==> src/rtl/cpu_ctrl_pkg.sv <==
// Shared types and constants for the CPU run/step/breakpoint controller.
package cpu_ctrl_pkg;

  typedef enum logic [1:0] {
    RESET_HOLD = 2'd0,
    HALTED     = 2'd1,
    RUNNING    = 2'd2,
    STEP       = 2'd3
  } run_state_t;

  typedef enum logic [2:0] {
    REQ_NONE,
    REQ_RUN,
    REQ_STEP,
    REQ_HALT,
    REQ_SRST
  } req_t;

  localparam logic [31:0] CNT_MAX = 32'hFFFF_FFFF;

  // Bit positions of the keys inside the synchronised key bundle.
  localparam int unsigned KEY_N    = 4;
  localparam int unsigned KEY_RUN  = 0;
  localparam int unsigned KEY_STEP = 1;
  localparam int unsigned KEY_HALT = 2;
  localparam int unsigned KEY_SRST = 3;

  // Only the most important pending request survives a cycle.
  function automatic req_t pick_req(input logic [KEY_N-1:0] rise);
    if (rise[KEY_SRST]) return REQ_SRST;
    if (rise[KEY_HALT]) return REQ_HALT;
    if (rise[KEY_STEP]) return REQ_STEP;
    if (rise[KEY_RUN])  return REQ_RUN;
    return REQ_NONE;
  endfunction

endpackage

==> src/rtl/sync_edge.sv <==
// Two-flop synchroniser for a bundle of asynchronous inputs, with an optional
// third flop providing a one-cycle rising-edge pulse per bit.
module sync_edge #(
  parameter int unsigned W       = 1,
  parameter bit          EDGE_EN = 1'b1
) (
  input  logic         clk,
  input  logic         rst_n,
  input  logic [W-1:0] d_i,
  output logic [W-1:0] q_o,
  output logic [W-1:0] rise_o
);

  logic [W-1:0] s1_q;
  logic [W-1:0] s2_q;

  always_ff @(posedge clk or negedge rst_n) begin
    if (!rst_n) begin
      s1_q <= '0;
      s2_q <= '0;
    end else begin
      s1_q <= d_i;
      s2_q <= s1_q;
    end
  end

  assign q_o = s2_q;

  generate
    if (EDGE_EN) begin : g_edge
      logic [W-1:0] s3_q;

      always_ff @(posedge clk or negedge rst_n) begin
        if (!rst_n) s3_q <= '0;
        else        s3_q <= s2_q;
      end

      assign rise_o = s2_q & ~s3_q;
    end else begin : g_no_edge
      assign rise_o = '0;
    end
  endgenerate

endmodule

==> src/rtl/cpu_run_ctrl.sv <==
// Run/step/breakpoint sequencer for the cpu core: drives its clock-enable and
// soft reset, traps on a PC breakpoint and counts cycles the core advanced.
module cpu_run_ctrl
  import cpu_ctrl_pkg::*;
#(
  parameter int unsigned RST_CYCLES = 4,
  parameter bit          AUTO_RUN   = 1'b1,
  parameter int unsigned PC_W       = 12,
  parameter int unsigned SW_W       = 18
) (
  input  logic            clk,
  input  logic            rst_n,
  input  logic [SW_W-1:0] sw_raw,
  input  logic            run_key,
  input  logic            step_key,
  input  logic            halt_key,
  input  logic            srst_key,
  input  logic            bp_en,
  input  logic [PC_W-1:0] bp_addr,
  input  logic [PC_W-1:0] pc,
  output logic [31:0]     GPIO_in,
  output logic            cpu_en,
  output logic            cpu_rst_n,
  output logic [1:0]      state_o,
  output logic [PC_W-1:0] halted_pc,
  output logic [31:0]     cycle_cnt
);

  localparam int unsigned      HOLD_W    = (RST_CYCLES > 1) ? $clog2(RST_CYCLES) : 1;
  localparam logic [HOLD_W-1:0] HOLD_LAST = HOLD_W'(RST_CYCLES - 1);

  run_state_t        state_q, state_d;
  logic [HOLD_W-1:0] hold_q, hold_d;
  logic              cpu_rst_n_q, cpu_rst_n_d;
  logic [PC_W-1:0]   halted_pc_q, halted_pc_d;
  logic [31:0]       cycle_cnt_q, cycle_cnt_d;
  logic              bp_skip_q, bp_skip_d;

  logic [KEY_N-1:0]  key_rise;
  logic [KEY_N-1:0]  key_lvl_unused;
  logic [SW_W-1:0]   sw_sync;
  logic [SW_W-1:0]   sw_rise_unused;
  req_t              req_c;
  logic              pc_at_bp_c;
  logic              bp_hit_c;

  sync_edge #(.W(KEY_N), .EDGE_EN(1'b1)) u_key_sync (
    .clk    (clk),
    .rst_n  (rst_n),
    .d_i    ({srst_key, halt_key, step_key, run_key}),
    .q_o    (key_lvl_unused),
    .rise_o (key_rise)
  );

  sync_edge #(.W(SW_W), .EDGE_EN(1'b0)) u_sw_sync (
    .clk    (clk),
    .rst_n  (rst_n),
    .d_i    (sw_raw),
    .q_o    (sw_sync),
    .rise_o (sw_rise_unused)
  );

  assign req_c      = pick_req(key_rise);
  assign pc_at_bp_c = (pc == bp_addr);
  assign bp_hit_c   = bp_en & pc_at_bp_c & ~bp_skip_q & (state_q == RUNNING);
  // A hit stalls the core before the breakpoint instruction executes.
  assign cpu_en     = ((state_q == RUNNING) & ~bp_hit_c) | (state_q == STEP);

  always_ff @(posedge clk or negedge rst_n) begin
    if (!rst_n) begin
      state_q     <= RESET_HOLD;
      hold_q      <= '0;
      cpu_rst_n_q <= 1'b0;
      halted_pc_q <= '0;
      cycle_cnt_q <= '0;
      bp_skip_q   <= 1'b0;
    end else begin
      state_q     <= state_d;
      hold_q      <= hold_d;
      cpu_rst_n_q <= cpu_rst_n_d;
      halted_pc_q <= halted_pc_d;
      cycle_cnt_q <= cycle_cnt_d;
      bp_skip_q   <= bp_skip_d;
    end
  end

  always_comb begin
    state_d     = state_q;
    hold_d      = hold_q;
    halted_pc_d = halted_pc_q;
    cycle_cnt_d = cycle_cnt_q;
    bp_skip_d   = bp_skip_q;

    if (req_c == REQ_SRST) begin
      state_d = RESET_HOLD;
      hold_d  = '0;
    end else begin
      case (state_q)
        RESET_HOLD: begin
          if (hold_q == HOLD_LAST) state_d = AUTO_RUN ? RUNNING : HALTED;
          else                     hold_d  = hold_q + HOLD_W'(1);
        end
        HALTED: begin
          if (req_c == REQ_STEP)     state_d = STEP;
          else if (req_c == REQ_RUN) state_d = RUNNING;
        end
        RUNNING: begin
          if (req_c == REQ_HALT || bp_hit_c) state_d = HALTED;
        end
        STEP:    state_d = HALTED;
        default: state_d = RESET_HOLD;
      endcase
    end

    // Registered so its release lines up with leaving RESET_HOLD.
    cpu_rst_n_d = (state_d != RESET_HOLD);

    if (state_d == HALTED && state_q != HALTED) halted_pc_d = pc;

    // Lets a resume from the breakpoint PC execute it instead of re-trapping.
    if (state_q == RESET_HOLD)                                bp_skip_d = 1'b0;
    else if (state_q == HALTED && state_d != HALTED && pc_at_bp_c) bp_skip_d = 1'b1;
    else if (!pc_at_bp_c)                                     bp_skip_d = 1'b0;

    if (state_d == RESET_HOLD)                    cycle_cnt_d = '0;
    else if (cpu_en && cycle_cnt_q != CNT_MAX)    cycle_cnt_d = cycle_cnt_q + 32'd1;
  end

  assign GPIO_in   = 32'(sw_sync);
  assign cpu_rst_n = cpu_rst_n_q;
  assign state_o   = state_q;
  assign halted_pc = halted_pc_q;
  assign cycle_cnt = cycle_cnt_q;

endmodule
==> config.mk <==
export PLATFORM = sky130hd
export DESIGN_NAME = cpu_run_ctrl
export DESIGN_NICKNAME = d
export VERILOG_FILES = /design/src/rtl/cpu_ctrl_pkg.sv /design/src/rtl/sync_edge.sv /design/src/rtl/cpu_run_ctrl.sv
export SDC_FILE = /design/constraint.sdc
export NUM_CORES = 1
export LEC_CHECK = 0
export BUFFER_PORTS_ARGS = -buffer_cell sky130_fd_sc_hd__buf_2
export CORE_ASPECT_RATIO = 0.8
export CORE_UTILIZATION = 57
export CTS_BUF_LIST = sky130_fd_sc_hd__clkbuf_2
export CTS_CLUSTER_SIZE = 30
export DETAILED_ROUTE_END_ITERATION = 7
export PLACE_DENSITY = 0.9
export SLEW_MARGIN = 5
export SYNTH_ARGS = -nofsm -noshare
export SYNTH_HDL_FRONTEND = slang
export SYNTH_SLANG_ARGS = --single-unit
==> constraint.sdc <==
create_clock -name clk -period 5.65 [get_ports clk]
set_input_delay 0.565 -clock clk [delete_from_list [all_inputs] [get_ports clk]]
set_output_delay 0.565 -clock clk [all_outputs]
set_load 0.02 [all_outputs]
* Word level (Yosys, flattened, before mapping)
Index checks and enable logic that the tools add are counted.
** Storage, ports and cells
- Flip-flop bits (word level) :: 98
- Output and inout bits :: 80
- Memory bits (read-only) :: 0
- Bits in latches :: 0
- Bits in writable memories :: 0
- Memories :: 0
** Operators by class
- Shifts and indexed selects :: 0
- Eq/ne operators :: 15
- Order comparisons :: 0
- Multiplexer cells :: 32
- Multipliers :: 0
- Div/mod/pow operators :: 0
- Reduce and logical (&&, ||, !) cells :: 11
- Add/sub/neg operators :: 2
- Bitwise gates (word level) :: 9
** Operator list (count)
- $mux 32 :: 2
- $add 32x1->32 const B :: 1
- $ne 32x32->1 const B :: 1
- $mux 3 :: 8
- $mux 2 :: 8
- $mux 1 :: 13
- $eq 12x12->1 :: 1
- $pmux 2 s4 :: 1
- $eq 2x2->1 const B :: 3
- $eq 3x2->1 const B :: 2
- $reduce_bool 2->1 :: 3
- $and 1x1->1 :: 4
- $and 4x4->4 :: 1
- $eq 2x1->1 const B :: 2
- $logic_and 1x1->1 :: 4
- $logic_not 2->1 :: 2
- $ne 2x1->1 const B :: 2
- $not 4->4 :: 1
- $eq 3x1->1 const B :: 1
- $eq 3x3->1 const B :: 1
- $ne 3x1->1 const B :: 1
- $add 2x1->2 const B :: 1
- $ne 2x2->1 const B :: 1
- $not 1->1 :: 2
- other kinds (3) :: 3

* Longest topological paths before layout
Gate-level depths: netlist of run 1.
- Word-level depth :: 23
- Mapped depth :: 9
- Depth with buffers taken out :: 6

* Hierarchy
From an unflattened synthesis of run 1, not the netlist that was laid out.
** Second synthesis, totals
- Cell total of the unflattened synthesis :: 362
- Area total of the unflattened synthesis :: 4290.4 um^2
** Modules (own cells, without submodules)
- cpu_run_ctrl :: cells an instance 291, area an instance 2895.3 um^2, instances 1
- sync_edge at u_sw_sync :: cells an instance 55, area an instance 1039.7 um^2, instances 1
- sync_edge at u_key_sync :: cells an instance 16, area an instance 355.3 um^2, instances 1

* Worst setup path before layout of run 1
OpenSTA, ideal clock, no wires.
- Path kind :: input-to-output
- Start point :: input bp_addr[6]
- End point :: output cpu_en
- Cell stages on the path :: 5
- Data required time :: 5.085 ns
- Arrival time :: 1.747 ns
- Slack :: 3.338 ns
- Cells stage by stage :: xnor2_1 -> nand4_1 -> or4_1 -> buf_6 -> and2_2
** Between the ends
- Longest elaborated chain between the ends :: 7
** RTL lines
- from (decl) :: RTL line cpu_run_ctrl.sv:19 : input logic [PC_W-1:0] bp_addr,
- $eq 12x12->1 :: RTL line cpu_run_ctrl.sv:64 : assign pc_at_bp_c = (pc == bp_addr);
- $and 1x1->1 (3 in series) :: RTL line cpu_run_ctrl.sv:65 : assign bp_hit_c = bp_en & pc_at_bp_c & ~bp_skip_q & (state_q == RUNNING);
- $not 1->1 :: RTL line cpu_run_ctrl.sv:67 : assign cpu_en = ((state_q == RUNNING) & ~bp_hit_c) | (state_q == STEP);
- $and 1x1->1 :: RTL line cpu_run_ctrl.sv:67
- $or 1x1->1 :: RTL line cpu_run_ctrl.sv:67
- to (decl) :: RTL line cpu_run_ctrl.sv:22 : output logic cpu_en,
No other way between the ends.

* Worst setup path after layout of run 1
- Start point :: register bp_skip_q
- End point :: output cpu_en
** Between the ends
- Longest elaborated chain between the ends :: 6
** RTL lines
- from (decl) :: RTL line cpu_run_ctrl.sv:37 : logic bp_skip_q, bp_skip_d;
- from (signal assigned) :: RTL line cpu_run_ctrl.sv:83 : bp_skip_q <= bp_skip_d;
- $not 1->1 :: RTL line cpu_run_ctrl.sv:65
- $and 1x1->1 (2 in series) :: RTL line cpu_run_ctrl.sv:65
- $not 1->1 :: RTL line cpu_run_ctrl.sv:67
- $and 1x1->1 :: RTL line cpu_run_ctrl.sv:67
- $or 1x1->1 :: RTL line cpu_run_ctrl.sv:67
No other way between the ends.

==> run summary, run 1 <==
The flow ran to the end, and the final reports show no timing, DRC or antenna violations. In this run the horizontal extent of the chip is 97.00 µm. The final wirelength is 8.230 mm. Entering global routing, the biggest net connects 57 pins. The placement row count came out at 27.

The data required time at the worst endpoint came out at 5.09 ns. Across the whole layout, storage elements account for 2452 µm². The total non-filler cell area in the finished layout is 4906 µm².

The commonest register cell after synthesis is sky130_fd_sc_hd__dfrtp_1. The most common cell in the synthesized netlist is sky130_fd_sc_hd__dfrtp_1. The commonest cells after synthesis are sky130_fd_sc_hd__dfrtp_1, sky130_fd_sc_hd__a21oi_1, sky130_fd_sc_hd__nand2_1. The initial utilization of the core area, before any placement, comes to 0.5942.

The synthesized design contains 0 enable-type register cells. The via count of the first global-routing pass was 2961. The cell chosen for the clock root is sky130_fd_sc_hd__clkbuf_2. Setup repair after global routing left no endpoint under its margin.

By area, the combinational part of the netlist is dominated by simple AND/OR/NAND/NOR gates. The initial antenna violation count is 0. The filler cells instantiated in the layout total 502. The count of state elements after synthesis came out at 98. The shortest period the worst path allows came out at 3.096 ns.

TritonCTS built the clock tree. The number of nets at the end of the flow came out at 517. The max-slew violation count came out at 0. The type of the worst min-delay path is input port to flip-flop. The startpoint identified for the worst hold timing path is sw_raw[6].

The total iterations of the first detailed-routing run came out at 4. The TritonCTS buffer count came out at 9. The endpoint class of the critical path is an output port. The first routing iteration left 114 violations. The first global-routing pass estimated 13.14 mm of wire. Of the available clock period, the critical path in the final layout requires 0.5480. The die height came out at 78 µm.

The endpoint identified for the worst register-to-register timing path is cycle_cnt[1]. Of the total synthesized cell area, the portion taken by AND, OR, NAND and NOR gates is 0.1733. Before CTS, the worst setup slack after placement is 2.827 ns. The setup slack of the most critical reg-to-reg path is 3.22 ns.

In the final routed layout, each cell accounts on average for 14.75 µm. The post-detailed-route count of antenna-violating nets came out at 0. For the pin with the worst max-slew slack, the measured transition is 0.6817 ns. Derived from the worst setup path, the maximum achievable clock frequency is 0.3230 GHz.

The count of endpoints failing hold in the final timing report is 0. The post-synth design cell area is 4115 µm². The total track usage came out at 0.2213.

The classification of the worst setup path is flip-flop to output port. The cell area reported after detailed placement is 4641 µm². Measured in cells, the most critical reg-to-reg path has a length of 5. The per-instance average area after synthesis came out at 12.14 µm². The compound-gate portion of the synthesized area is 0.09182. The fraction of synthesis flops using an asynchronous set or reset pin came out at 1.000.

The max-capacitance violation count is 0. In this run the critical register-to-register path is launched from state_o[1]. The standby leakage power came out at 0.002257 µW. The floorplan step defined a core boundary enclosing 6925 µm². The deepest clock path buffer count is 2. The insertion delay of the later-clocked pin in the worst-skew pair is 0.58 ns.

The portion of the post-synthesis area used by sequential elements is 0.5959. The signal arrival time at the worst endpoint is 2.53 ns. Summing all multi-input logic gate instances after layout gives 1480 µm². The count of input and output buffers came out at 114. The count of cells along the worst hold path came out at 1.

Detailed routing inserted a total of 3024 vias. The worst setup skew after layout came out at 0.04252 ns. The total power density per cell area is 334.2 nW/µm². Of all cell types, the one taking the most synthesized area is sky130_fd_sc_hd__dfrtp_1. The distinct cell type count after synthesis is 48.

VDD sags by at most 0.0002949 V. Of all nets on the critical path, the largest fanout is 8. The normalized max-slew margin is 0.5455. The number of inserted diodes is 0.

Counting every instance in the synthesized netlist gives 339. The DRC violations left came out at 0. After clock tree synthesis, the clock-pin slew on the worst setup and hold paths is 0.30 ns. The post-detailed-route via-to-cell ratio came out at 5.419. The fraction of synthesized cell area taken by the top area cell type came out at 0.5959.

The detailed-placement wirelength estimate came out at 5.595 mm. The final estimated routing congestion in global placement came out at 0.7596. Measured on the finished design, the core utilization comes to 0.7084. The count of warnings emitted by yosys is 0. The mux contribution to synthesized area came out at 0.03770. Sorting the synthesized cells by area gives the leading types as sky130_fd_sc_hd__dfrtp_1, sky130_fd_sc_hd__mux2_2, sky130_fd_sc_hd__buf_4, sky130_fd_sc_hd__a21oi_1, sky130_fd_sc_hd__xnor2_1.

The synthesized-area fraction occupied by xor and xnor cells came out at 0.03801. The area growth from synthesis to final layout is 19.22%. The total negative slack came out at 0 ns.

The critical path startpoint category is a flip-flop. The area of the die is 7566 µm². Summed over all layers, the global routing overflow is 0. The adder and majority gate portion of the synthesized area is 0.006081. In the final layout, the share of cells above drive strength 1 is 0.3652.

The final worst-path setup slack is 2.554 ns. The clock sink total came out at 98. The setup violation total in the final timing report is 0. The worst hold path terminates at u_sw_sync.s1_q[6]. The depth of the CTS H-tree is 3. The I/O pin count came out at 129.
## cell type report
| class | count | share of cell area |
|---|---|---|
| tap | 87 | 0.02219 |
| clock buffer | 9 | 0.009181 |
| multi-input combinational | 224 | 0.3017 |
| clock inverter | 7 | 0.01836 |
| inverter | 5 | 0.003826 |
| timing repair buffer | 128 | 0.1449 |
| sequential | 98 | 0.4999 |
## per-layer routing
metal,global-route usage,vias up,share of wire
met5,0,-,0
met4,0.09403,0,0.0056
met3,0.06847,5,0.076
met2,0.3697,111,0.51
met1,0.2680,1463,0.41
li1,-,1445,-
## worst max-delay path by stage
stage / from / slack (ns) / cells after the start / endpoint
2_1_floorplan: bp_addr[6] / 3.34 / 5 / cpu_en
3_3_place_gp: bp_addr[0] / 2.86 / 6 / cpu_en
3_5_place_dp: bp_addr[0] / 2.83 / 6 / cpu_en
4_1_cts: bp_skip_q / 2.51 / 5 / cpu_en
5_1_grt: bp_skip_q / 2.43 / 5 / cpu_en
6_report: bp_skip_q / 2.55 / 5 / cpu_en
## cell usage in the layout, fill, tap and decap left out, types with 3 or more instances in the layout
| cell type | instances |
|---|---|
| sky130_fd_sc_hd__a21oi_1 | 23 |
| sky130_fd_sc_hd__a21oi_2 | 5 |
| sky130_fd_sc_hd__and3_1 | 3 |
| sky130_fd_sc_hd__buf_2 | 113 |
| sky130_fd_sc_hd__clkbuf_2 | 9 |
| sky130_fd_sc_hd__conb_1 | 14 |
| sky130_fd_sc_hd__dfrtp_1 | 98 |
| sky130_fd_sc_hd__dlygate4sd3_1 | 13 |
| sky130_fd_sc_hd__inv_1 | 5 |
| sky130_fd_sc_hd__inv_8 | 3 |
| sky130_fd_sc_hd__mux2_2 | 12 |
| sky130_fd_sc_hd__nand2_1 | 20 |
| sky130_fd_sc_hd__nand2b_1 | 4 |
| sky130_fd_sc_hd__nand3_1 | 11 |
| sky130_fd_sc_hd__nand4_1 | 13 |
| sky130_fd_sc_hd__nor2_1 | 11 |
| sky130_fd_sc_hd__nor2b_1 | 4 |
| sky130_fd_sc_hd__nor3_1 | 5 |
| sky130_fd_sc_hd__o21a_1 | 5 |
| sky130_fd_sc_hd__o21ai_0 | 10 |
| sky130_fd_sc_hd__o21ai_1 | 8 |
| sky130_fd_sc_hd__o31ai_1 | 5 |
| sky130_fd_sc_hd__or3_1 | 15 |
| sky130_fd_sc_hd__or3_2 | 7 |
| sky130_fd_sc_hd__or4_1 | 6 |
| sky130_fd_sc_hd__xnor2_1 | 13 |
| sky130_fd_sc_hd__xor2_1 | 3 |
## timing repair
action                    4_1_cts  5_1_grt
setup buffers                   0        0
hold buffers                    1       12
hold endpoints to repair       42       12
resized for setup               0        0
## power breakdown
part           switching [µW]  internal, µW  total (µW)
registers                60.1           781         841
logic                     271           158         429
clock network             253           117         370
total                     584          1060        1640
## worst max-delay path, cell delays in order (launching register included)
cell and delay (ns):
sky130_fd_sc_hd__dfrtp_1 0.45, sky130_fd_sc_hd__nand2b_1 0.15, sky130_fd_sc_hd__or2_2 0.26, sky130_fd_sc_hd__or4_1 0.64, sky130_fd_sc_hd__and2_2 0.30, sky130_fd_sc_hd__buf_2 0.15
## logic make-up after synthesis
logic type                 count (synthesis)
other                                      1
xor gates and xnor gates                  17
AOI/OAI and AO/OA                         62
and+or+nand+nor                          115
muxes                                     14
DFF                                       98
buffers and inverters                     30
adders and majority gates                  2
## flip-flops by register name, summed over array words and instances, names as in the netlist
register,flops
state_o,2
cycle_cnt,32
u_key_sync.q_o,4
u_sw_sync.s1_q,18
cpu_rst_n,1
halted_pc,12
bp_skip_q,1
u_sw_sync.q_o,18
u_key_sync.s1_q,4
hold_q,2
u_key_sync.g_edge.s3_q,4
## metrics by stage
| step | power [µW] | cells | hold slack [ns] |
|---|---|---|---|
| 2_1_floorplan | 1182 | 352 | 0.2694 |
| 3_3_place_gp | 1264 | 529 | 0.3314 |
| 3_5_place_dp | 1278 | 529 | 0.3347 |
| 4_1_cts | 1650 | 546 | 0.01247 |
| 5_1_grt | 1724 | 558 | -0.009205 |
| 6_report | 1639 | 558 | 0.06173 |
No activity file was read; power rests on OpenSTA's default activity.
==> run 2: changes to the inputs <==
- CORE_UTILIZATION: 57 -> 53
- PLACE_DENSITY: 0.9 -> 0.84
- clock period: 5.65 -> 3.05 ns (I/O delays scaled with it)
==> run 2 against run 1 <==
Compared with the run above: sequential power increased by 84%; setup slack worse by 2.4 ns; die area is 7.4% higher; power increased by 86%; wire length increased by 8.5%; flip-flop and latch count stayed put; register-to-register slack worse by 2.4 ns; clock skew shrank 0.012 ns; critical path depth up 2; critical endpoint unchanged; highest routed layer unchanged.
==> run summary, run 2 (synthesis results as in run 1) <==
The flow ran to the end, and the final reports show no timing, DRC or antenna violations. The normalized max-slew margin is 0.2916 (-0.2540). By instance count, the cell type seen most on the critical path is sky130_fd_sc_hd__buf_2. The number of flip-flops in the largest register came out at 32 (unchanged).

STA classifies the critical path startpoint as an input port. The library cells used most frequently in the layout, excluding fill and tap cells, are sky130_fd_sc_hd__buf_2, sky130_fd_sc_hd__dfrtp_1, sky130_fd_sc_hd__dlygate4sd3_1. The signal on the critical path passes through dlygate4sd3_1, buf_2, xnor2_1, nand4_1, or4_1, and2_2, buf_2. The worst voltage drop across the vdd grid came out at 0.0004169 V (+41%). The starting utilization of the core area was 0.5515 (-0.04274). The cell area reported after detailed placement came out at 4671 µm² (+0.65%). The most frequent standard cell in the layout excluding fill and tap cells is sky130_fd_sc_hd__buf_2. The clock sink total came to 98 (unchanged). The global-route wire length before repair came out at 14.14 mm (+7.6%). The die height came out at 80.82 µm (+3.6%). The TritonCTS buffer count is 9 (unchanged). The area growth from synthesis to final layout is 25.02%. The final estimated routing congestion in global placement was 0.7361 (-3.1%). The area of the die came out at 8123 µm² (+7.4%).

The detailed-placement wirelength estimate came out at 5.698 mm (+1.8%). The max-slew violation count came out at 0 (unchanged). The setup slack of the most critical reg-to-reg path is 0.81 ns (-2.41 ns). The via count of the routed design came out at 3150 (+4.2%).

The worst hold path belongs to the class input port to flip-flop. The fraction of final layout cells with drive strength greater than 1 is 0.3502 (-0.01498). The maximum operating frequency is 0.3402 GHz. By startpoint and endpoint, the worst setup path is classified as input port to output port. The post-detailed-route count of antenna-violating nets is 0 (unchanged). The initial antenna violation count was 0 (unchanged). The final wirelength is 8.930 mm (+8.5%). The depth of the CTS H-tree is 3 (unchanged). The total power density per cell area is 592.4 nW/µm² (+77%). The insertion delay of the later-clocked pin in the worst-skew pair came out at 0.59 ns (about the same). The count of input and output buffers is 114 (unchanged). The worst setup skew after layout came out at 0.03082 ns (-0.01170 ns). The DRC violations left is 0 (unchanged). The total negative slack was 0 ns (unchanged). On the critical path the largest part of the delay comes from simple AND/OR/NAND/NOR gates. The via count of the first global-routing pass came out at 2988 (+0.91%). The total congestion overflow after global routing came out at 0 (unchanged). The total track usage was 0.2317 (+0.01036). The buffer and inverter count on the worst path came out at 3 (+2). The total iterations of the first detailed-routing run is 5 (+1). The deepest clock path buffer count came out at 2 (unchanged). The placement row count was 28 (+3.7%).

In the finished design, the share of the clock period the worst path needs comes to 0.9637. The setup violation total in the final timing report was 0 (unchanged). The transition time at the pin with the least slew margin is 1.063 ns (+0.3810 ns). The average routed wire per standard cell came out at 14.91 µm (+1.1%). The max-capacitance violation count was 0 (unchanged). TritonCTS built the clock tree. The maximum number of pins on one net before global-route repair is 88 (+54%). The count of endpoints failing hold in the final timing report came out at 0 (unchanged). The iteration-0 DRC count of the detailed router is 138 (+21%).

The post-detailed-route via-to-cell ratio was 5.259 (-3.0%). The tree is rooted in a sky130_fd_sc_hd__clkbuf_2. Setup repair after global routing left no endpoint under its margin.

The worst hold margin came out at 0.1198 ns (+0.05809 ns). The total core area came out at 7462 µm² (+7.8%). The data required time at the worst endpoint came out at 2.74 ns (-2.35 ns). The standby leakage power came out at 0.002348 µW (+4.0%). The worst-path maximum fanout is 8 (unchanged). The worst setup path is captured at an output port. For this design, the slowest cell found on the critical path is sky130_fd_sc_hd__or4_1. The die width is 100.5 µm (+3.6%).

The stage delay of the slowest cell on the critical path came out at 0.78 ns (+0.14 ns). The total non-filler cell area in the finished layout came out at 5145 µm² (+4.9%). The number of inserted diodes came out at 0 (unchanged). The signal arrival time at the worst endpoint came to 2.63 ns (+0.10 ns).

The clock slew seen by the registers of the worst setup and hold paths came to 0.30 ns (about the same). The number of buffers added for setup after CTS is 0 (unchanged). The I/O pin count is 129 (unchanged). The shortest period the worst path allows is 2.939 ns. The number of nets at the end of the flow was 540 (+4.4%).
run 2: path summary, 6_finish.rpt:
path,from,end,cells past startpoint
worst max-delay path,pc[0],cpu_en,7
max in group asynchronous,rst_n,u_sw_sync.q_o[7],3
worst min register to register,u_key_sync.s1_q[1],u_key_sync.q_o[1],0
worst min-delay path,bp_en,state_o[0],4
worst max register to register,hold_q[0],cycle_cnt[1],6
min in group asynchronous,rst_n,cycle_cnt[8],2
run 2: worst register-to-register path: cells and delay by family, from the launching register on:
family	cells	cell delay, ns
buf+inv	1	0.29
fa+ha+maj	1	0.23
compound gates	1	0.09
simple gates	3	1.11
flops	1	0.46
run 2: stage by stage:
stage | util | total power, µW | instances | setup WS (ns)
final | 0.6895 | 3048 | 599 | 0.1108
after global routing | 0.6895 | 3214 | 599 | 0.07022
after CTS | 0.6895 | 3068 | 599 | 0.1379
after detailed placement | 0.6259 | 2394 | 548 | 0.6985
after global placement | 0.6259 | 2355 | 548 | 0.7693
after floorplan | - | 2190 | 352 | 0.9777
run 2: metal layers:
layer  routed length, µm  share of wire  track usage  up-vias
met5                   0              0            0        -
met4                 133          0.015      0.06377        0
met3                 599          0.067      0.08692       14
met2                4506           0.50       0.3932      100
met1                3690           0.41       0.2804     1545
li1                    -              -            -     1491
run 2: area by class of cell:
class | count | area [µm²]
Sequential cell | 98 | 2452
Fill cell | 562 | 2317
Multi-Input combinational cell | 224 | 1480
Timing Repair Buffer | 151 | 938.4
Tap cell | 105 | 131.4
Clock inverter | 7 | 78.83
Clock buffer | 9 | 45.04
Inverter | 5 | 18.77
run 2: where the power goes:
part	switching (µW)	internal [µW]
combinational	546	319
clock	492	144
sequential	99.3	1450
run 2: timing repair:
item	4_1_cts	5_1_grt
hold endpoints to repair	120	0
gates resized for setup	0	0
hold buffers	35	0
==> run 3: changes to the inputs <==
- CORE_MARGIN: unset -> 2
==> run 3 against run 2 <==
Compared with the run above: flip-flop and latch count did not move; die area rose by 4.5%; clock skew fell by 0.0046 ns; wire length barely moved; register-to-register slack got worse by 0.08 ns; setup slack improved by 0.052 ns; count of clock-buffer cells in the layout did not move; first-iteration DRC count fell by 25%; sequential power barely moved; combinational power barely moved; final cell count did not move; via count fell by 0.86%.
==> run summary, run 3 (synthesis results as in run 1) <==
The run finished with clean final reports. The classification of the worst setup path is input port to output port. The number of nets at the end of the flow is 540 (unchanged). The max-capacitance violation count is 0 (unchanged). Setup repair after global routing left no endpoint under its margin.

The most frequent standard cell in the layout excluding fill and tap cells is sky130_fd_sc_hd__buf_2. The transition time at the pin with the least slew margin came out at 0.6441 ns (-0.4186 ns). The normalized max-slew margin came out at 0.5706 (+0.2790).

The iteration-0 DRC count of the detailed router is 103 (-25%). The total track usage was 0.2229 (-0.008770). The maximum number of pins on one net before global-route repair is 99 (+13%).

The final worst-path setup slack came to 0.1629 ns (+0.05208 ns). The count of input and output buffers came out at 114 (unchanged). The post-route non-filler standard cell count came out at 599 (unchanged). The clock sink total came out at 98 (unchanged). The setup violation total in the final timing report came out at 0 (unchanged). The data required time at the worst endpoint came out at 2.74 ns (about the same).

The type of the worst min-delay path is input port to flip-flop. The sequential cell area is 2452 µm² (unchanged). The worst setup path is captured at an output port.

The shortest period the worst path allows came out at 2.887 ns (-0.05208 ns). The average routed wire per standard cell came out at 14.90 µm (about the same). The total power density per cell area is 600.5 nW/µm² (+1.4%). The net switching power figure is 1119 µW (-1.6%). The die height is 82.82 µm (+2.5%). The depth of the CTS H-tree came out at 3 (unchanged). The number of inserted diodes came out at 0 (unchanged).

The count of hold-fix buffers inserted at cts came out at 35 (unchanged). The deepest clock path buffer count came to 2 (unchanged). The area of the die is 8490 µm² (+4.5%). The die width came to 102.5 µm (+2.0%). The via count of the first global-routing pass came to 3155 (+5.6%). The post-detailed-route count of antenna-violating nets came out at 0 (unchanged). The initial antenna violation count came out at 0 (unchanged). The placement row count came out at 28 (unchanged). The standby leakage power came out at 0.002356 µW (+0.35%). The I/O pin count is 129 (unchanged).

The number of buffers added for setup after CTS is 0 (unchanged). The worst setup skew after layout is 0.02623 ns (-0.004596 ns). The max-slew violation count is 0 (unchanged). The area taken by multi-input logic gates is 1480 µm² (unchanged). The total iterations of the first detailed-routing run is 4 (-1). The area growth from synthesis to final layout is 25.63%. The post-place setup slack came out at 0.6954 ns (-0.003049 ns). The total core area came out at 7462 µm² (unchanged). The share of total power consumed by net switching is 0.3606 (-0.01270).

The post-placement cell count was 548 (unchanged). The total congestion overflow after global routing is 0 (unchanged). The number of flip-flops in the largest register is 32 (unchanged). The post-detailed-route via-to-cell ratio is 5.214 (-0.86%). The worst hold margin came to 0.1439 ns (+0.02411 ns). The clock share of power came to 0.225 (+0.016). The proportion of power drawn by flip-flops and latches is 0.497 (-0.010). In this run the clock root is driven by a sky130_fd_sc_hd__clkbuf_2. The part of the power in combinational logic is 0.278 (-0.006). The starting utilization of the core area is 0.5515 (unchanged). The count of instances resized after the clock tree is built was 0 (unchanged). The fraction of final layout cells with drive strength greater than 1 came out at 0.3502 (unchanged). The worst-path maximum fanout came to 8 (unchanged). The number of filler instances in the final layout came out at 542 (-3.6%).

The final wirelength came out at 8.924 mm (about the same). The DRC violations left is 0 (unchanged). The worst voltage drop across the vdd grid came out at 0.0005367 V (+29%). The signal arrival time at the worst endpoint is 2.58 ns (-0.05 ns). The via count of the routed design is 3123 (-0.86%). The TritonCTS buffer count is 9 (unchanged). The global-route wire length before repair is 14.77 mm (+4.5%). The count of endpoints failing hold in the final timing report came out at 0 (unchanged). The total negative slack came to 0 ns (unchanged). The detailed-placement wirelength estimate came out at 5.645 mm (-0.93%).

The post-route clock period utilization is 0.9466 (-0.01708). The final estimated routing congestion in global placement came out at 0.7462 (+1.4%). The critical path startpoint category is an input port. The cell internal power dissipation is 1985 µW (+3.9%).

The maximum operating frequency came out at 0.3464 GHz (+1.8%). The total power consumption of the routed design is 3104 µW (+1.9%). In the layout the commonest cells are sky130_fd_sc_hd__buf_2, sky130_fd_sc_hd__dfrtp_1, sky130_fd_sc_hd__dlygate4sd3_1. TritonCTS built the clock tree.

The clock slew seen by the registers of the worst setup and hold paths is 0.29 ns (about the same). The insertion delay of the later-clocked pin in the worst-skew pair was 0.57 ns (-0.02 ns).
## run 3: cell count changes in the layout (fill, tap and decap cells not counted), sizes merged
cell	before	now
inv	9	10
clkinvlp	0	1
bufinv	0	1
clkinv	3	0
## run 3: area by class of cell
cell class                      count  area share
Timing Repair Buffer              151      0.1839
Tap cell                          105     0.02541
Clock inverter                      7     0.01767
Sequential cell                    98      0.4743
Inverter                            5    0.003630
Clock buffer                        9    0.008712
Multi-Input combinational cell    224      0.2863
## run 3: worst max-delay path, cell delays in order
cell and delay (ns):
sky130_fd_sc_hd__dlygate4sd3_1 0.53, sky130_fd_sc_hd__buf_2 0.15, sky130_fd_sc_hd__xnor2_1 0.19, sky130_fd_sc_hd__nand4_1 0.20
sky130_fd_sc_hd__or4_1 0.74, sky130_fd_sc_hd__and2_2 0.30, sky130_fd_sc_hd__buf_2 0.15
## run 3: final timing paths
kind	start	to	slack (ns)	depth (start not counted)
worst max register to register	hold_q[0]	cycle_cnt[1]	0.73	6
worst min-delay path	bp_en	state_o[0]	0.14	4
max in group asynchronous	rst_n	cycle_cnt[18]	2.37	3
worst max-delay path	pc[2]	cpu_en	0.16	7
min in group asynchronous	rst_n	cycle_cnt[7]	0.27	3
worst min register to register	u_key_sync.s1_q[3]	u_key_sync.q_o[3]	0.37	0
## run 3: metal layers
metal  part of all wire  vias to the layer above  GRT usage
li1                   -                     1480          -
met1               0.41                     1532     0.2810
met2               0.50                      101     0.3565
met3              0.078                       10    0.07997
met4             0.0094                        0    0.07515
met5                  0                        -          0
## run 3: power by group through the flow
stage | logic, µW | registers [µW] | clock network, µW
after global routing | 934 | 1560 | 781
after floorplan | 495 | 1690 | 0
final | 864 | 1540 | 698
after global placement | 799 | 1560 | 0
after CTS | 860 | 1540 | 718
after detailed placement | 825 | 1560 | 0
## run 3: stage by stage
stage	area, µm²	util
global placement	4683	0.6276
CTS	5170	0.6928
global route	5170	0.6928
finish	5170	0.6928
detailed placement	4683	0.6276
floorplan	4164	-
